<file path="src/rtl/uart_packet_decoder.sv">
// Assembles 4-byte controller frames (SYNC, BTN_LO, BTN_HI, CHK) from a UART byte stream,
// validates the additive checksum and publishes the button word; drops stalled frames.
module uart_packet_decoder #(
  parameter logic [7:0]  c_SYNC_BYTE      = 8'hA5,
  parameter int unsigned c_TIMEOUT_CYCLES = 6510
) (
  input  logic        i_CLK,
  input  logic        i_RESET,
  input  logic [7:0]  i_RX_DATA,
  input  logic        i_RX_DATA_VALID,
  output logic [15:0] o_BUTTONS,
  output logic        o_BUTTONS_VALID,
  output logic        o_FRAME_ERR,
  output logic [7:0]  o_ERR_COUNT
);

  localparam int unsigned TmoW = $clog2(c_TIMEOUT_CYCLES);
  localparam logic [TmoW-1:0] TmoLast = TmoW'(c_TIMEOUT_CYCLES - 1);

  typedef enum logic [1:0] {StIdle, StGetLo, StGetHi, StGetChk} state_e;

  state_e          state_q, state_d;
  logic [7:0]      lo_q, lo_d;
  logic [7:0]      hi_q, hi_d;
  logic [TmoW-1:0] tmo_cnt_q, tmo_cnt_d;
  logic [15:0]     buttons_q, buttons_d;
  logic            valid_q, valid_d;
  logic            err_q, err_d;
  logic [7:0]      err_cnt_q, err_cnt_d;
  logic [7:0]      sum;

  assign sum = lo_q + hi_q;

  always_comb begin
    state_d   = state_q;
    lo_d      = lo_q;
    hi_d      = hi_q;
    tmo_cnt_d = tmo_cnt_q;
    buttons_d = buttons_q;
    valid_d   = 1'b0;
    err_d     = 1'b0;
    err_cnt_d = err_cnt_q;

    if (state_q == StIdle) begin
      tmo_cnt_d = '0;
      if (i_RX_DATA_VALID && (i_RX_DATA == c_SYNC_BYTE)) begin
        state_d = StGetLo;
      end
    end else if (i_RX_DATA_VALID) begin
      // A strobe always beats a coincident timeout expiry.
      tmo_cnt_d = '0;
      case (state_q)
        StGetLo: begin
          lo_d    = i_RX_DATA;
          state_d = StGetHi;
        end
        StGetHi: begin
          hi_d    = i_RX_DATA;
          state_d = StGetChk;
        end
        default: begin
          if (i_RX_DATA == sum) begin
            buttons_d = {hi_q, lo_q};
            valid_d   = 1'b1;
          end else begin
            err_d = 1'b1;
          end
          state_d = StIdle;
        end
      endcase
    end else if (tmo_cnt_q == TmoLast) begin
      tmo_cnt_d = '0;
      err_d     = 1'b1;
      state_d   = StIdle;
    end else begin
      tmo_cnt_d = tmo_cnt_q + 1'b1;
    end

    if (err_d && (err_cnt_q != 8'hFF)) begin
      err_cnt_d = err_cnt_q + 8'd1;
    end
  end

  always_ff @(posedge i_CLK) begin
    if (i_RESET) begin
      state_q   <= StIdle;
      lo_q      <= '0;
      hi_q      <= '0;
      tmo_cnt_q <= '0;
      buttons_q <= '0;
      valid_q   <= 1'b0;
      err_q     <= 1'b0;
      err_cnt_q <= '0;
    end else begin
      state_q   <= state_d;
      lo_q      <= lo_d;
      hi_q      <= hi_d;
      tmo_cnt_q <= tmo_cnt_d;
      buttons_q <= buttons_d;
      valid_q   <= valid_d;
      err_q     <= err_d;
      err_cnt_q <= err_cnt_d;
    end
  end

  assign o_BUTTONS       = buttons_q;
  assign o_BUTTONS_VALID = valid_q;
  assign o_FRAME_ERR     = err_q;
  assign o_ERR_COUNT     = err_cnt_q;

endmodule

</file>
<file path="config.mk">
export PLATFORM = sky130hd
export DESIGN_NAME = uart_packet_decoder
export DESIGN_NICKNAME = d
export VERILOG_FILES = /design/src/rtl/uart_packet_decoder.sv
export SDC_FILE = /design/constraint.sdc
export NUM_CORES = 1
export LEC_CHECK = 0
export ABC_AREA = 1
export BUFFER_PORTS_ARGS = -buffer_cell sky130_fd_sc_hd__buf_4
export CAP_MARGIN = 20
export CORE_ASPECT_RATIO = 1.75
export CORE_MARGIN = 2
export CORE_UTILIZATION = 28
export CTS_CLUSTER_DIAMETER = 30
export DETAILED_ROUTE_END_ITERATION = 7
export GPL_TIMING_DRIVEN = 0
export PLACE_DENSITY_LB_ADDON = 0.12
export SYNTH_ARGS = -nofsm -noshare
export SYNTH_HDL_FRONTEND = slang
export SYNTH_SLANG_ARGS = --single-unit
</file>
<file path="constraint.sdc">
create_clock -name i_CLK -period 3.55 [get_ports i_CLK]
set_input_delay 0.355 -clock i_CLK [delete_from_list [all_inputs] [get_ports i_CLK]]
set_output_delay 0.355 -clock i_CLK [all_outputs]
set_load 0.01 [all_outputs]
</file>
After elaboration in Yosys (flattened, before gate mapping)

Cells that the tools add are included.

Output and inout port bits: 26
Input bits: 11
Register bits after elaboration: 57

Muxes and demuxes: 11
Bitwise logic cells: 3
Equality and inequality tests: 7
Reductions and logical operators: 11
Add/subtract/negate cells: 3

Operator list:

| kind                                                                    | count |
|---|---|
| 13-bit by 1-bit adder with 13-bit output, second input constant         | 1 |
| 13-bit equality test, second input constant                             | 1 |
| 8-bit by 1-bit adder with 8-bit output, second input constant           | 1 |
| 8-bit adder                                                             | 1 |
| 8-bit equality test                                                     | 1 |
| 8-bit equality test, second input constant                              | 1 |
| 2-bit two-way mux                                                       | 4 |
| 8-bit inequality test, second input constant                            | 1 |
| 1-bit two-way mux                                                       | 6 |
| 3-bit AND reduction                                                     | 2 |
| 5-bit OR reduction                                                      | 1 |
| 2-bit case mux with 2 select lines                                      | 1 |
| 4-bit AND reduction                                                     | 1 |
| 4-bit OR reduction                                                      | 1 |
| 1-bit NOT                                                               | 3 |
| 3-bit nonzero test                                                      | 1 |
| 2-bit by 1-bit equality test with 1-bit output, second input constant   | 1 |
| 2-bit equality test, second input constant                              | 1 |
| 1-bit logical AND                                                       | 2 |
| 2-bit zero test                                                         | 1 |
| 2-bit by 1-bit inequality test with 1-bit output, second input constant | 1 |
| 2-bit AND reduction                                                     | 1 |
| 2-bit OR reduction                                                      | 1 |

Depth between registers and ports, before layout

Depth after elaboration: 7
Gate-level depth with buffers: 15
Gate-level depth less buffers: 15

Worst setup path after synthesis

No wires, ideal clock.

Path kind: flip-flop to flip-flop
From: register lo_q[0]
To: register buttons_q[10] (netlist: o_BUTTONS[10])
Path slack: 1.385 ns
Clock period less this slack: 2.165 ns
Required time: 3.412 ns
Arrival: 2.027 ns
Stages on the path, launching flop included: 12
Path through: dfxtp_1 > ha_1 > fa_1 > xnor2_1 > nand2_1 > nor2_2 > nand3_2 > nor2_4 > nand4_4 > clkbuf_1 > nand2_1 > a21oi_2

Cells in the longest elaborated chain, start to end: 3

RTL lines:

| what                          | line | RTL |
|---|---|---|
| from (decl)                   | 23   | `logic [7:0] lo_q, lo_d;` |
| from (signal assigned)        | 96   | `lo_q <= lo_d;` |
| 8-bit adder                   | 32   | `assign sum = lo_q + hi_q;` |
| 8-bit equality test           | 62   | `if (i_RX_DATA == sum) begin` |
| 4-bit AND reduction (no line) | -    |  |
| to (signal assigned)          | 99   | `buttons_q <= buttons_d;` |
| to (decl)                     | 26   | `logic [15:0] buttons_q, buttons_d;` |

No other way between the ends.
A chain may end at the register's enable or synchronous reset.

Worst setup path in the final report

From: register hi_q[0]
To: register buttons_q[8] (netlist: o_BUTTONS[8])

Cells in the longest elaborated chain, start to end: 3

RTL lines:

| what                          | line | RTL |
|---|---|---|
| from (decl)                   | 24   | `logic [7:0] hi_q, hi_d;` |
| from (signal assigned)        | 97   | `hi_q <= hi_d;` |
| 8-bit adder                   | 32   |  |
| 8-bit equality test           | 62   |  |
| 4-bit AND reduction (no line) | -    |  |

Several ways; a longest one is shown, not always the timed one.

==> results.txt <==
Outcome -> finished, final reports clean
Site Rows -> 49
Vias in the first global route -> 2520
Worst-margin pin slew -> 0.703 ns
FFs w/ async S/R, synth -> 0%
Synthesis-stage register bit count -> 57
Antenna-violating nets left -> 0
CTS clk-pin slew, worst paths -> 0.06 ns
Cell area power density -> 454 mW/mm^2
# nets final -> 467
Tightest Hold Check Type -> in2reg
Switching power total -> 351 uW
Mean Syn Cell Area -> 7.48 um^2
FF/Latch Area -> 0.00114 mm^2
Leakage -> 0.00154 uW
First-pass GRT wire length -> 11.9 mm
Ports -> 37
Effective utilization at floorplan -> 28.8%
Max-slew violations -> 0
RSZ-0062 raised after global routing -> no
Worst-path fanout max -> 10
Clk_skew -> 0.00627 ns
Worst setup startpoint -> hi_q[0]
Peak VDD IR -> 0.297 mV
Initial antenna violation count -> 0
Worst path max stage delay -> 0.45 ns
Post-synth cell types -> 34
Max_cap viols -> 0
Top FF cell, synth -> dfxtp_1
Hold Startpoint -> i_RX_DATA[0]
Crit path max-delay cell type -> fa_1
TritonCTS buffer count -> 9
Critical Path AT -> 2.71 ns
CTS sink cnt -> 57
Synth top area share -> 38.5%
TritonRoute pass-1 iters -> 6
Sw frac -> 20.7%
Area of the multi-input gates -> 0.00160 mm^2
Power Internal -> 1340 uW
Gate power share -> 2.6%
Clk_lat worst skew -> 0.33 ns
Largest net degree at the start of global routing -> 12
Mapped Nets -> 422
Drt drc -> 0
Area delta synth->final -> 25.6%
Crit path cell chain -> ha_1, fa_1, xnor2_1, nand2_1, nor2_2, nand3_2, nor2_4, nand4_4, clkbuf_1, nand2_1, a21oi_2
Total GRT Usage -> 13.6%
Diode count -> 0
# H-tree levels -> 3
Number of port buffers -> 34
Cell mode on critical path -> nand2_1
Number of enable flip-flop cells after synthesis -> 0
Chip Width -> 81.8 um
Fin. Hold Viols -> 0
Highest clock rate -> 0.397 GHz
Post-Synthesis Cells -> 396
Yosys top cell by area -> dfxtp_1
Setup TNS -> 0 ns
Post-CTS Hold Fix Bufs -> 0
Overall routed net length -> 7.40 mm
Sequential area share after synthesis -> 38.5%
Layout cells sized above 1 -> 20.2%
HPWL Detailed -> 5.74 mm
Layout fillers -> 1103
Yosys Warn Count -> 0
Synth top area cells -> dfxtp_1 (39%), nand2_1 (13%), a21oi_1 (6.3%), ha_1 (5.9%), inv_1 (4.8%)
Clock share of power -> 59.5%
Critical path type -> reg2reg
Final Setup Violations -> 0
Overflow after GRT -> 0
Root Driver -> clkbuf_16
Worst path bufs/invs -> 1
Clock Tree Buf Depth -> 2
WL/cell -> 12.9 um
Worst Setup Start Kind -> flop
Height of the die -> 140 um
Reg2Reg Launch Point -> hi_q[0]
Final Wtd Congestion -> 0.848
TritonCTS clock tree -> yes
Vias per cell -> 4.61
Die ar. -> 0.0115 mm^2
CP Capture Type -> flop
Hold_ws -> 0.319 ns
Worst endpoint required time -> 3.74 ns
Post-CTS setup buffer count -> 0
Vias -> 2644
DRT iter0 DRCs -> 114
Synth top cells by count -> nand2_1 (99), dfxtp_1 (57), inv_1 (38)
Core Box Area -> 0.0103 mm^2
Cell with the most instances after synthesis -> nand2_1
CP top delay family -> simple AND/OR/NAND/NOR gates
Post-cts sizing count -> 0
Synthesized cell area -> 0.00296 mm^2
Fin crit period -> 2.52 ns
Period Utilization, post-route -> 71.0%
Sequential Power Share -> 37.9%
Max-slew headroom -> 53.2%
-- worst min-delay path, cell delays in order --
cell     delay, ns
buf_4         0.13
inv_1         0.06
a21oi_1       0.06
-- power by group through the flow --
stage | registers (uW) | logic [uW] | clock network [uW]
2_1_floorplan | 654 | 24.9 | 0
6_report | 640 | 44.7 | 1010
3_3_place_gp | 654 | 45.7 | 0
4_1_cts | 640 | 45.8 | 1030
5_1_grt | 640 | 49.5 | 1060
3_5_place_dp | 654 | 45.5 | 0
-- cell families (layout without fill, tap and decap cells) --
kind of cell / after synthesis / in the layout / share of synthesized area [%]
simple gates: 197 / 197 / 31.6
flops: 57 / 57 / 38.5
fa+ha+maj: 15 / 15 / 6.59
compound gates: 61 / 61 / 12.0
xor+xnor: 13 / 13 / 3.84
buf+inv: 53 / 103 / 7.39
-- flip-flops by register name, summed over array words and instances (netlist names) --
signal,count
state_q,2
tmo_cnt_q,13
o_ERR_COUNT,8
o_BUTTONS,16
o_FRAME_ERR,1
lo_q,8
o_BUTTONS_VALID,1
hi_q,8
-- per-stage QoR --
stage	instance area (um^2)	std cells	setup slack [ns]	power [uW]	utilization [%]
global placement	3380	557	1.01	700	32.8
detailed placement	3380	557	0.988	699	32.8
finish	3720	573	1.03	1690	36.1
floorplan	2960	396	1.39	679	-
CTS	3720	573	0.963	1710	36.1
global route	3720	573	0.784	1750	36.1
-- worst paths after layout --
| check | cells past startpoint | slack, ns | to |
|---|---|---|---|
| max | 11 | 1.03 | o_BUTTONS[8] |
| min | 3 | 0.32 | hi_q[0] |
| min reg2reg | 2 | 0.46 | o_BUTTONS[4] |
| max reg2reg | 11 | 1.03 | o_BUTTONS[8] |
-- routing by layer --
metal  track usage, %  up-vias  share of wire [%]
li1                 -     1377                  -
met1             15.3     1196                 42
met2             23.1       56                 51
met3             2.77       15                4.0
met4             7.54        0                2.9
met5                0        -                  0
-- layout by cell type, fill, tap and decap left out, types with 2 or more instances in the layout --
master,n
a21oi_1,37
a21oi_2,11
buf_2,2
buf_4,34
bufinv_16,3
clkbuf_1,9
clkbuf_16,9
clkinv_2,2
clkinvlp_4,2
dfxtp_1,57
ha_1,14
inv_1,38
inv_2,2
nand2_1,99
nand2_2,12
nand3_1,25
nand3_2,3
nand4_1,10
nor2_1,30
nor2_4,2
nor3_1,2
nor3b_1,5
o21a_1,2
o21ai_0,9
o21bai_1,2
xnor2_1,5
xor2_1,8
-- area by class of cell --
type                       instances  share of cell area [%]
inverter                          41                    4.17
clock buffer                       9                    6.05
clock inverter                     7                    3.19
timing repair buffer              34                    6.86
buffer                            12                    1.71
sequential                        57                    30.7
multi-input combinational        286                    43.1
tap                              127                    4.27
Power figures use the tool's default switching activity.
